$ cat src/rtl/uart_tx_arbiter_if.sv
// rtl/uart_tx_arbiter_if.sv - byte-stream requester and uart_tx handshake bundle
//
// Groups the requester-side streams and the uart_tx-side stream of the arbiter.
//   req_data  : requester i data in slice [i*DataWidth +: DataWidth]
//   req_valid : requester i has a byte
//   req_last  : byte is the final byte of requester i's packet
//   req_ready : byte of requester i accepted this cycle
//   tx_data   : to uart_tx data_in
//   tx_valid  : to uart_tx data_in_valid
//   tx_ready  : from uart_tx ready
// Modports: master = requesters plus uart_tx (environment), slave = arbiter.
interface uart_tx_arbiter_if #(
  parameter int NumReq    = 4,
  parameter int DataWidth = 8
);
  logic [NumReq*DataWidth-1:0] req_data;
  logic [NumReq-1:0]           req_valid;
  logic [NumReq-1:0]           req_last;
  logic [NumReq-1:0]           req_ready;
  logic [DataWidth-1:0]        tx_data;
  logic                        tx_valid;
  logic                        tx_ready;

  modport master (
    output req_data, req_valid, req_last, tx_ready,
    input  req_ready, tx_data, tx_valid
  );

  modport slave (
    input  req_data, req_valid, req_last, tx_ready,
    output req_ready, tx_data, tx_valid
  );
endinterface

$ cat src/rtl/uart_tx_arbiter.sv
// rtl/uart_tx_arbiter.sv - packet-granular round-robin arbiter in front of uart_tx
//
// Shares one uart_tx between NumReq byte-stream requesters. A grantee keeps the
// transmitter until its last byte (or MaxBeats beats) is accepted, so packets
// never interleave on the serial line. No buffering: the uart side sees the
// grantee's data/valid directly and the grantee sees tx_ready directly.
// Ports:
//   clk      : system clock
//   rst_n    : synchronous reset, active low
//   bus      : uart_tx_arbiter_if.slave (requester streams and uart_tx stream)
//   busy     : a grant is held
//   grant_id : index of the current grantee, 0 when idle
// Optional feature macro: UART_TX_ARBITER_SRC_TAG_EN - each packet is preceded
// by a tag byte {TagPrefix, grant_id}.
module uart_tx_arbiter #(
  parameter int NumReq    = 4,
  parameter int DataWidth = 8,
  parameter int MaxBeats  = 0,
`ifdef UART_TX_ARBITER_SRC_TAG_EN
  parameter logic [3:0] TagPrefix = 4'hA,
`endif
  localparam int GW = (NumReq > 1) ? $clog2(NumReq) : 1,
  localparam int CW = (MaxBeats > 0) ? $clog2(MaxBeats + 1) : 1
) (
  input  logic                   clk,
  input  logic                   rst_n,
  uart_tx_arbiter_if.slave       bus,
  output logic                   busy,
  output logic [GW-1:0]          grant_id
);

`ifdef UART_TX_ARBITER_SRC_TAG_EN
  typedef enum logic [1:0] {ST_IDLE, ST_BUSY, ST_TAG} state_t;
`else
  typedef enum logic [1:0] {ST_IDLE, ST_BUSY} state_t;
`endif

  state_t          state_q, state_d;
  logic [GW-1:0]   ptr_q, ptr_d;
  logic [GW-1:0]   gid_q, gid_d;
  logic [CW-1:0]   cnt_q, cnt_d;

  logic            hi_found, lo_found, any_valid;
  logic [GW-1:0]   pick_hi, pick_lo, pick;
  logic [DataWidth-1:0] sel_data;
  logic            sel_valid, sel_last;
  logic            release_grant;

  // Round-robin pick: lowest valid index at or above the pointer, else the
  // lowest valid index below it (wrap).
  always_comb begin
    hi_found = 1'b0;
    lo_found = 1'b0;
    pick_hi  = '0;
    pick_lo  = '0;
    for (int i = NumReq - 1; i >= 0; i--) begin
      if (bus.req_valid[i]) begin
        if (i >= int'(ptr_q)) begin
          hi_found = 1'b1;
          pick_hi  = GW'(i);
        end else begin
          lo_found = 1'b1;
          pick_lo  = GW'(i);
        end
      end
    end
    any_valid = hi_found | lo_found;
    pick      = hi_found ? pick_hi : pick_lo;
  end

  // Grantee's stream.
  always_comb begin
    sel_data  = '0;
    sel_valid = 1'b0;
    sel_last  = 1'b0;
    for (int i = 0; i < NumReq; i++) begin
      if (gid_q == GW'(i)) begin
        sel_data  = bus.req_data[i*DataWidth +: DataWidth];
        sel_valid = bus.req_valid[i];
        sel_last  = bus.req_last[i];
      end
    end
  end

  always_comb begin
    state_d       = state_q;
    ptr_d         = ptr_q;
    gid_d         = gid_q;
    cnt_d         = cnt_q;
    busy          = 1'b0;
    bus.tx_data   = '0;
    bus.tx_valid  = 1'b0;
    bus.req_ready = '0;
    release_grant = 1'b0;

    case (state_q)
      ST_IDLE: begin
        if (any_valid) begin
          gid_d = pick;
`ifdef UART_TX_ARBITER_SRC_TAG_EN
          state_d = ST_TAG;
`else
          state_d = ST_BUSY;
`endif
        end
      end
`ifdef UART_TX_ARBITER_SRC_TAG_EN
      ST_TAG: begin
        busy         = 1'b1;
        bus.tx_valid = 1'b1;
        bus.tx_data  = DataWidth'({TagPrefix, 4'(gid_q)});
        if (bus.tx_ready) begin
          state_d = ST_BUSY;
        end
      end
`endif
      ST_BUSY: begin
        busy         = 1'b1;
        bus.tx_data  = sel_data;
        bus.tx_valid = sel_valid;
        for (int i = 0; i < NumReq; i++) begin
          bus.req_ready[i] = (gid_q == GW'(i)) & bus.tx_ready;
        end
        if (sel_valid && bus.tx_ready) begin
          cnt_d         = cnt_q + 1'b1;
          release_grant = sel_last;
          if (MaxBeats > 0) begin
            if (cnt_q == CW'(MaxBeats - 1)) begin
              release_grant = 1'b1;
            end
          end
          if (release_grant) begin
            state_d = ST_IDLE;
            ptr_d   = (gid_q == GW'(NumReq - 1)) ? '0 : gid_q + 1'b1;
            gid_d   = '0;
            cnt_d   = '0;
          end
        end
      end
      default: begin
        state_d = ST_IDLE;
      end
    endcase
  end

  always_ff @(posedge clk) begin
    if (!rst_n) begin
      state_q <= ST_IDLE;
      ptr_q   <= '0;
      gid_q   <= '0;
      cnt_q   <= '0;
    end else begin
      state_q <= state_d;
      ptr_q   <= ptr_d;
      gid_q   <= gid_d;
      cnt_q   <= cnt_d;
    end
  end

  assign grant_id = gid_q;

endmodule

$ cat src/flat_wrapper.sv
// flat-port wrapper written by rule: the top's interface ports become plain ports
module uart_tx_arbiter_flat 
#(
  parameter int NumReq    = 4,
  parameter int DataWidth = 8,
  parameter int MaxBeats  = 0,

  localparam int GW = (NumReq > 1) ? $clog2(NumReq) : 1,
  localparam int CW = (MaxBeats > 0) ? $clog2(MaxBeats + 1) : 1
)
  (clk, rst_n, busy, grant_id, bus_req_data, bus_req_valid, bus_req_last, bus_tx_ready, bus_req_ready, bus_tx_data, bus_tx_valid);
  uart_tx_arbiter_if #(.NumReq(NumReq), .DataWidth(DataWidth)) bus_i ();
  input  logic clk;
  input  logic rst_n;
  output logic busy;
  output logic [GW-1:0] grant_id;
  input wire logic [$bits(bus_i.req_data)-1:0] bus_req_data;
  input wire logic [$bits(bus_i.req_valid)-1:0] bus_req_valid;
  input wire logic [$bits(bus_i.req_last)-1:0] bus_req_last;
  input wire logic [$bits(bus_i.tx_ready)-1:0] bus_tx_ready;
  output wire logic [$bits(bus_i.req_ready)-1:0] bus_req_ready;
  output wire logic [$bits(bus_i.tx_data)-1:0] bus_tx_data;
  output wire logic [$bits(bus_i.tx_valid)-1:0] bus_tx_valid;
  assign bus_i.req_data = bus_req_data;
  assign bus_i.req_valid = bus_req_valid;
  assign bus_i.req_last = bus_req_last;
  assign bus_i.tx_ready = bus_tx_ready;
  assign bus_req_ready = bus_i.req_ready;
  assign bus_tx_data = bus_i.tx_data;
  assign bus_tx_valid = bus_i.tx_valid;
  uart_tx_arbiter #(.NumReq(NumReq), .DataWidth(DataWidth), .MaxBeats(MaxBeats)) u_core (.clk(clk), .rst_n(rst_n), .bus(bus_i), .busy(busy), .grant_id(grant_id));
endmodule
$ cat config.mk
export PLATFORM = sky130hd
export DESIGN_NAME = uart_tx_arbiter_flat
export DESIGN_NICKNAME = d
export VERILOG_FILES = /design/src/rtl/uart_tx_arbiter_if.sv /design/src/rtl/uart_tx_arbiter.sv /design/src/flat_wrapper.sv
export SDC_FILE = /design/constraint.sdc
export NUM_CORES = 1
export LEC_CHECK = 0
export ABC_AREA = 1
export CORE_MARGIN = 3
export CORE_UTILIZATION = 36
export DETAILED_ROUTE_END_ITERATION = 16
export GPL_ROUTABILITY_DRIVEN = 0
export PLACE_DENSITY_LB_ADDON = 0.2
export SYNTH_ARGS = -nofsm -noshare
export SYNTH_HDL_FRONTEND = slang
export SYNTH_SLANG_ARGS = --single-unit
$ cat constraint.sdc
create_clock -name clk -period 2.2 [get_ports clk]
set_input_delay 0.66 -clock clk [delete_from_list [all_inputs] [get_ports clk]]
set_output_delay 0.66 -clock clk [all_outputs]
set_load 0.005 [all_outputs]
# == Word-level counts from Yosys, hierarchy flattened ==
# Cells that the tools add are included.
# totals
ram_bits,0
latch_bits,0
memories,0
mem_bits_ro,0
regBits,6
in_bits,43
# classes
div,0
magnitude_cmp,3
n_reduce_logical,7
multipliers,0
mux,50
n_shift,0
n_eq_ne,7
addsub,1
bitwise_logic,5
# ops
op,count
2-to-1 mux 8 bit,5
2-to-1 mux 2 bit,19
2-to-1 mux 1 bit,23
one-hot mux 2 bit (2 select lines),2
"!= test 2 x 1 -> 1 bit, second input constant",3
AND reduction 3 bit,2
AND 1 bit,4
"equality test 2 x 1 -> 1 bit, second input constant",2
"equality test 2 bit, second input constant",2
"greater-or-equal comparator 1 x 2 -> 1 bit, first input constant",2
zero test 2 bit,2
2-to-1 mux 4 bit,1
AND reduction 4 bit,1
"adder 2 x 1 -> 2 bit, second input constant",1
"greater-or-equal comparator 2 bit, first input constant",1
nonzero test 2 bit,1
logical AND 1 bit,1
bitwise OR 1 bit,1

# == Depth between registers and ports, before layout ==
# Gate-level depths: netlist of the first run.
# logic_depth
depth_word,10
ltp_mapped,13

# == Worst setup path before layout of the first run ==
# No wires, ideal clock.
# synth_timing
kind,register to output
from,"reg u_core.gid_q[0], in the netlist u_core.grant_id[0]"
to,out bus_tx_data[0]
arrival_ps,1313
stages_incl_launch_ff,7
slack_ps,227
n_path_buf,1
required_time_ps,1540
cell_sequence,dfxtp_1 -> inv_1 -> ha_1 -> inv_2 -> clkbuf_1 -> o21ai_0 -> a21oi_1
# synth_via
elab_chain_len,6
elab_cells_between_ends,9
# synth_lines
item,line_no,source
"start, declared",uart_tx_arbiter.sv:40,"logic [GW-1:0] gid_q, gid_d;"
"start signal, assigned",uart_tx_arbiter.sv:155,gid_q <= gid_d;
zero test 2 bit,uart_tx_arbiter.sv:77,if (gid_q == GW'(i)) begin
2-to-1 mux 8 bit (3 in a row),uart_tx_arbiter.sv:77,
2-to-1 mux 8 bit *,uart_tx_arbiter.sv:77,
2-to-1 mux 8 bit *,uart_tx_arbiter.sv:96,case (state_q)
"end, declared",flat_wrapper.sv:22,output wire logic [$bits(bus_i.tx_data)-1:0] bus_tx_data;
# Every way passes the cells marked *; elsewhere a longest branch is shown, timed or not.

# == Worst setup path in the final report of the first run ==
# layout_timing
from,"reg u_core.gid_q[1], in the netlist u_core.grant_id[1]"
to,out bus_tx_data[1]
# The elaborated chain is that of the path after synthesis.

==> run metrics, run 1 <==
GRT met2 Usage=40.0%; Boundary Pins=59; Synth-to-Final Area Change=108%; RSZ-0062 raised after global routing=yes; top-area cell type share of the netlist area=14.3%; worst-skew pair later-pin latency=240 ps; Post-synth EDFFs=0; Post-synth top cells=25 x o21ai_0, 23 x a21oi_1, 20 x nor2_1, 14 x nand2_1, 13 x inv_1; Layout Nets=281; GR peak layer=met2; starting density of the core=38.8%; Switching Power=0.000339 W; Post-Syn Nets=192; top_reg_cell synth=dfxtp_1; CTS tree=yes; Reg-to-Reg End=u_core.grant_id[1]; wire per inst=14.1 um; pin count of the biggest net entering global routing=18; Synth area leaders=o21ai_0 14%, a21oi_1 13%, dfxtp_1 11%, nor2_1 8.6%, nand2_1 6.0%; Critical Path RT=1540 ps; design area=1820 um2; floorplan core area=2250 um2; sequential-to-total area share from yosys stat=11.4%; synth warn=0; DRT Wirelength=3.69 mm; number of max-cap violations=0; first-pass GRT wire length=5.72 mm; Worst Path Max Fanout=5; critical path capture point type=output port; die width=55.3 um; slew margin rel.=80.7%; layout cells sized above 1=39.9%; root buffer cell=clkbuf_4; number of routed nets with antenna violations=0; Hold Vio Cnt, Final=0; final non-filler cell total=261; post-route setup slack=-1.75 ps; clock skew=0.230 ps; Post-CTS Hold Fix Bufs=0; min-delay worst type=reg2reg; post-synth top area cell=o21ai_0; clock transition at the registers of the reported paths=40 ps; Pre-antenna DRT Iters=4; Int Power=0.000493 W; VDD IR-drop max=0.433 mV; Remaining DRCs=0; Reg power frac=14.7%; clock power share=12.1%; vias in the first global route=1,279; total track usage=22.7%; grt ovf=0; IO Port Bufs=58; met1 Resource Use GR=27.0%; asr flop ratio synth=0%; hold worst-path end=u_core.ptr_q[1]; num rows=17; crit path launch type=flip-flop; H-tree depth=1; ant diodes=0; Yosys cell types=25; reg2reg start=u_core.grant_id[0]; r2r setup slk=470 ps; TritonCTS Sinks=5; Syn Area/Cell=6.03 um2; failing checks=negative setup slack; Critical Path AT=1540 ps; Post-Syn Area=875 um2; initial antenna violation count=0; DP HPWL=2.66 mm; Cell Pwr Density=457 nW/um2; Leak=0.839 nW; Avg Vias per Cell=5.20; die area=3060 um2; Die Ht=55.3 um; Synth Instances=145; Placed Cells=248; 1st-iter DRT viols=50; Final period util=100%; worst setup path class=reg2out; count leader, synth=o21ai_0; GRT met3 Usage=3.97%; routed vias=1,358; Worst Tran Pin Value=288 ps; Sw Ratio=40.7%; Final Max Tran Viols=0; endpoints failing setup=1; Placed Area=1630 um2; Tmin final=2200 ps; Worst Reg-to-Reg Cells=11; clk buf depth=2; fmax=454 MHz; WHS Path Cells=2; status=complete, but fails checks; Synth Register Bits=5; Comb pwr share=73.1%; Worst Hold Launch=u_core.ptr_q[1]; CTS buffer count=3
[per-stage QoR]
stage          total power (W)  hold WS (ps)  setup TNS, ps  utilization, %  setup slack, ps
3_5_place_dp          0.000622           528          -6330            72.2             -608
3_3_place_gp          0.000611           522          -6060            72.2             -574
5_1_grt               0.000894           580           -319            80.6            -84.1
4_1_cts               0.000745           532           -130            74.9             -128
2_1_floorplan         0.000361           494              0               -              227
6_report              0.000831           547          -1.75            80.6            -1.75
[routing by layer]
| layer | wire length, um | up-vias |
|---|---|---|
| met2 | 1870 | 64 |
| met3 | 222 | 10 |
| met1 | 1530 | 624 |
| met5 | 0 | - |
| met4 | 72 | 0 |
| li1 | - | 660 |
[power by group through the flow]
stage                     Sequential [W]  Clock [W]  Combinational (W)
after floorplan                 0.000112          0           0.000249
after global placement          0.000115          0           0.000495
after detailed placement        0.000116          0           0.000506
after CTS                       0.000120   0.000107           0.000518
after global routing            0.000123   0.000116           0.000655
final                           0.000122   0.000101           0.000608
[how the worst max path moves through the flow]
| stage | from | endpoint | slack [ps] | cells after the start |
|---|---|---|---|---|
| after CTS | u_core.grant_id[0] | bus_tx_valid | -130 | 10 |
| after floorplan | u_core.grant_id[0] | bus_tx_data[0] | 230 | 6 |
| after global placement | bus_req_valid[1] | bus_tx_valid | -570 | 8 |
| final | u_core.grant_id[1] | bus_tx_data[1] | -2 | 8 |
| after global routing | u_core.grant_id[0] | bus_tx_valid | -80 | 9 |
| after detailed placement | bus_req_valid[1] | bus_tx_valid | -610 | 8 |
[cells in the final DEF, fill, tap and decap left out]
cell type	count
buf_4	26
clkdlybuf4s50_1	24
dlygate4sd2_1	22
nor2_1	19
o21ai_1	17
a21oi_1	17
nand2_1	12
buf_2	10
o21ai_0	9
inv_1	9
a21oi_2	6
nand2_2	6
nand2_4	5
nand3_1	5
buf_6	5
inv_4	4
ha_4	4
nor2_4	3
nor2_2	3
nand3_2	3
clkbuf_4	3
o21ai_2	2
inv_2	2
a21oi_4	2
buf_12	2
dfxtp_4	2
dfxtp_1	2
inv_6	1
nand3_4	1
nor3_2	1
o211ai_1	1
nor4_1	1
clkbuf_1	1
clkdlybuf4s15_2	1
clkdlybuf4s15_1	1
dfxtp_2	1
[timing repair]
| action | CTS | global route |
|---|---|---|
| endpoints found under the hold margin | 0 | 0 |
| pin swaps | 25 | 19 |
| setup endpoints to repair | 13 | 11 |
| resized for setup | 100 | 27 |
| buffers inserted | 4 | 5 |
[final cells by class]
cell class | instances | area [um2]
Fill cell | 154 | 437
Clock buffer | 4 | 26.3
Multi-Input combinational cell | 117 | 777
Inverter | 16 | 75.1
Sequential cell | 5 | 109
Timing Repair Buffer | 91 | 796
Tap cell | 28 | 35.0
[flip-flops by register name, indices dropped and copies added, names as in the netlist]
name	count
u_core.state_q	1
u_core.ptr_q	2
u_core.grant_id	2
[critical path, stage by stage (launching register included)]
cell and delay [ps]:
dfxtp_4 350, inv_4 80, ha_4 180, buf_6 130, a21oi_2 40, o21ai_1 170, o21ai_1 100, a21oi_1 130
buf_2 130
[kinds of logic (layout without fill, tap and decap cells)]
family	Yosys count	in the layout	synth area share, %
and+or+nand+nor	59	59	36.8
adders and majority gates	4	4	5.72
AOI/OAI and AO/OA	54	54	32.9
buffers and inverters	23	111	13.2
DFF	5	5	11.4
(Power assumes the default switching activity.)
==> run 2: changes to the inputs <==
--- a/config.mk
+++ b/config.mk
@@ -6,11 +6,13 @@
 export NUM_CORES = 1
 export LEC_CHECK = 0
 export ABC_AREA = 1
-export CORE_MARGIN = 3
+export CORE_MARGIN = 4
 export CORE_UTILIZATION = 36
 export DETAILED_ROUTE_END_ITERATION = 16
 export GPL_ROUTABILITY_DRIVEN = 0
 export PLACE_DENSITY_LB_ADDON = 0.2
+export SETUP_SLACK_MARGIN = 0.02
+export SLEW_MARGIN = 20
 export SYNTH_ARGS = -nofsm -noshare
 export SYNTH_HDL_FRONTEND = slang
 export SYNTH_SLANG_ARGS = --single-unit
==> run metrics, run 2 (synthesis gave the netlist of run 1 again) <==
Boundary Pins=59 (unchanged); critical path capture point type=output port (unchanged); H-tree depth=1 (unchanged); first-pass GRT wire length=6.08 mm (was 5.72 mm); slowest stage delay, CP=370 ps (was 350 ps); number of routed nets with antenna violations=0 (unchanged); die area=3280 um2 (was 3060 um2); endpoints failing setup=3 (was 1); DP HPWL=2.77 mm (was 2.66 mm); Slowest cell on crit path=dfxtp_4 (unchanged); Die Ht=57.3 um (was 55.3 um); number of max-cap violations=0 (unchanged); TritonCTS Sinks=5 (unchanged); commonest non-fill, non-tap cells in the layout=24 x buf_4, 24 x clkdlybuf4s50_1, 21 x dlygate4sd2_1 (was 26 x buf_4, 24 x clkdlybuf4s50_1, 22 x dlygate4sd2_1); Final Power=0.000838 W (was 0.000831 W); design area=1790 um2 (was 1820 um2); Final period util=102% (was 100%); wire per inst=15.3 um (was 14.1 um); Worst Path Max Fanout=4 (was 5); Critical Path AT=1590 ps (was 1540 ps); min-delay worst type=reg2reg (unchanged); Critical Path RT=1540 ps (about the same); floorplan core area=2250 um2 (unchanged); RSZ-0062 raised after global routing=yes (unchanged); routed vias=1,373 (was 1,358); initial antenna violation count=0 (unchanged); Avg Vias per Cell=5.30 (was 5.20); CTS buffer count=3 (unchanged); Placed Cells=245 (was 248); delay-heaviest family, CP=compound AO/OA/AOI/OAI gates (unchanged); Remaining DRCs=0 (unchanged); Finished Core Util=79.4% (was 80.6%); Layout Nets=279 (was 281); num rows=17 (unchanged); Placed Area=1620 um2 (was 1630 um2); status=complete, but fails checks (unchanged); clk buf depth=2 (unchanged); post-route setup slack=-45.2 ps (was -1.75 ps); Pre-antenna DRT Iters=4 (unchanged); clock skew=3.53 ps (was 0.230 ps); failing checks=negative setup slack (unchanged); crit path launch type=flip-flop (unchanged); CTS tree=yes (unchanged); Leak=0.823 nW (was 0.839 nW); Tmin final=2250 ps (was 2200 ps); vias in the first global route=1,366 (was 1,279); Cell Pwr Density=469 nW/um2 (was 457 nW/um2); clock transition at the registers of the reported paths=40 ps (about the same); fmax=445 MHz (was 454 MHz); grt ovf=0 (unchanged); CP cell instances=inv_6, ha_4, buf_6, a21oi_1, o21ai_1, o21ai_1, a21oi_1, buf_2 (was inv_4, ha_4, buf_6, a21oi_2, o21ai_1, o21ai_1, a21oi_1, buf_2); slew margin rel.=81.8% (was 80.7%); Hold Vio Cnt, Final=0 (unchanged); pin count of the biggest net entering global routing=18 (unchanged); Synth-to-Final Area Change=105% (was 108%); worst-skew pair later-pin latency=240 ps (about the same); Worst Tran Pin Value=272 ps (was 288 ps); crit path buf inv count=3 (unchanged); ant diodes=0 (unchanged); die width=57.3 um (was 55.3 um); VDD IR-drop max=0.358 mV (was 0.433 mV); starting density of the core=38.8% (unchanged); layout cells sized above 1=36.8% (was 39.9%); IO Port Bufs=58 (unchanged); Post-CTS Hold Fix Bufs=0 (unchanged); 1st-iter DRT viols=67 (was 50); worst setup path class=reg2out (unchanged); setup TNS=-99.4 ps (was -1.75 ps); final non-filler cell total=259 (was 261); root buffer cell=clkbuf_4 (unchanged); total track usage=23.4% (was 22.7%); Final Max Tran Viols=0 (unchanged); DRT Wirelength=3.95 mm (was 3.69 mm); FILL cells=179 (was 154)
==> run 2: worst paths after layout <==
| check | from | slack (ps) | cells past startpoint | end |
|---|---|---|---|---|
| hold / removal | u_core.ptr_q[1] | 540 | 2 | u_core.ptr_q[1] |
| setup / recovery | u_core.grant_id[0] | -50 | 8 | bus_tx_data[3] |
| hold reg to reg | u_core.ptr_q[1] | 540 | 2 | u_core.ptr_q[1] |
| setup reg to reg | u_core.grant_id[1] | 440 | 14 | u_core.grant_id[1] |
==> run 2: final cells by class <==
class / instances / area [um2] / share of cell area [%]
clock buffer: 4 / 26.3 / 1.47
inverter: 16 / 80.1 / 4.48
multi-input combinational: 117 / 749 / 41.9
sequential: 5 / 109 / 6.08
tap: 28 / 35.0 / 1.96
timing repair buffer: 89 / 790 / 44.1
==> run 2: stage by stage <==
step | hold slack, ps | setup slack, ps
after detailed placement | 539 | -626
after floorplan | 494 | 227
after global routing | 584 | -116
after CTS | 543 | -37.8
after global placement | 525 | -578
final | 544 | -45.2
==> run 2: per-layer routing <==
layer,vias to the layer above,global-route usage [%],share of wire [%]
met3,8,2.94,7.9
li1,658,-,-
met1,641,27.2,37
met4,0,9.60,1.3
met5,-,0,0
met2,66,42.6,53
==> run 2: timing repair <==
item / CTS / global route
setup endpoints to repair: 14 / 12
resized for setup: 109 / 12
cloned: 1 / 1
buffers inserted: 6 / 3
pin swaps: 33 / 23
==> run 2: where the power goes <==
part / switching [W] / internal, W / leakage [nW]
sequential: 0.0000201 / 0.000102 / 0.0426
combinational: 0.000285 / 0.000326 / 0.766
clock: 0.0000363 / 0.0000685 / 0.0150
==> run 2: worst reg2reg max path, cell delays in order (launching register included) <==
cell and delay, ps:
dfxtp_4 350, buf_4 140, ha_4 170, inv_4 100, clkbuf_16 160, buf_4 110
nor2_2 30, nor2_1 120, nand2_2 70, nand2_2 90, nand2_4 80, nand2_4 60
nand3_1 70, nand2_1 80, nor2_2 30
==> run 3: changes to the inputs <==
--- a/config.mk
+++ b/config.mk
@@ -8,6 +8,7 @@
 export ABC_AREA = 1
 export CORE_MARGIN = 4
 export CORE_UTILIZATION = 36
+export CTS_CLUSTER_DIAMETER = 100
 export DETAILED_ROUTE_END_ITERATION = 16
 export GPL_ROUTABILITY_DRIVEN = 0
 export PLACE_DENSITY_LB_ADDON = 0.2
==> results of run 3 <==
The final DEF is identical to that of run 2; final timing and power are the same.
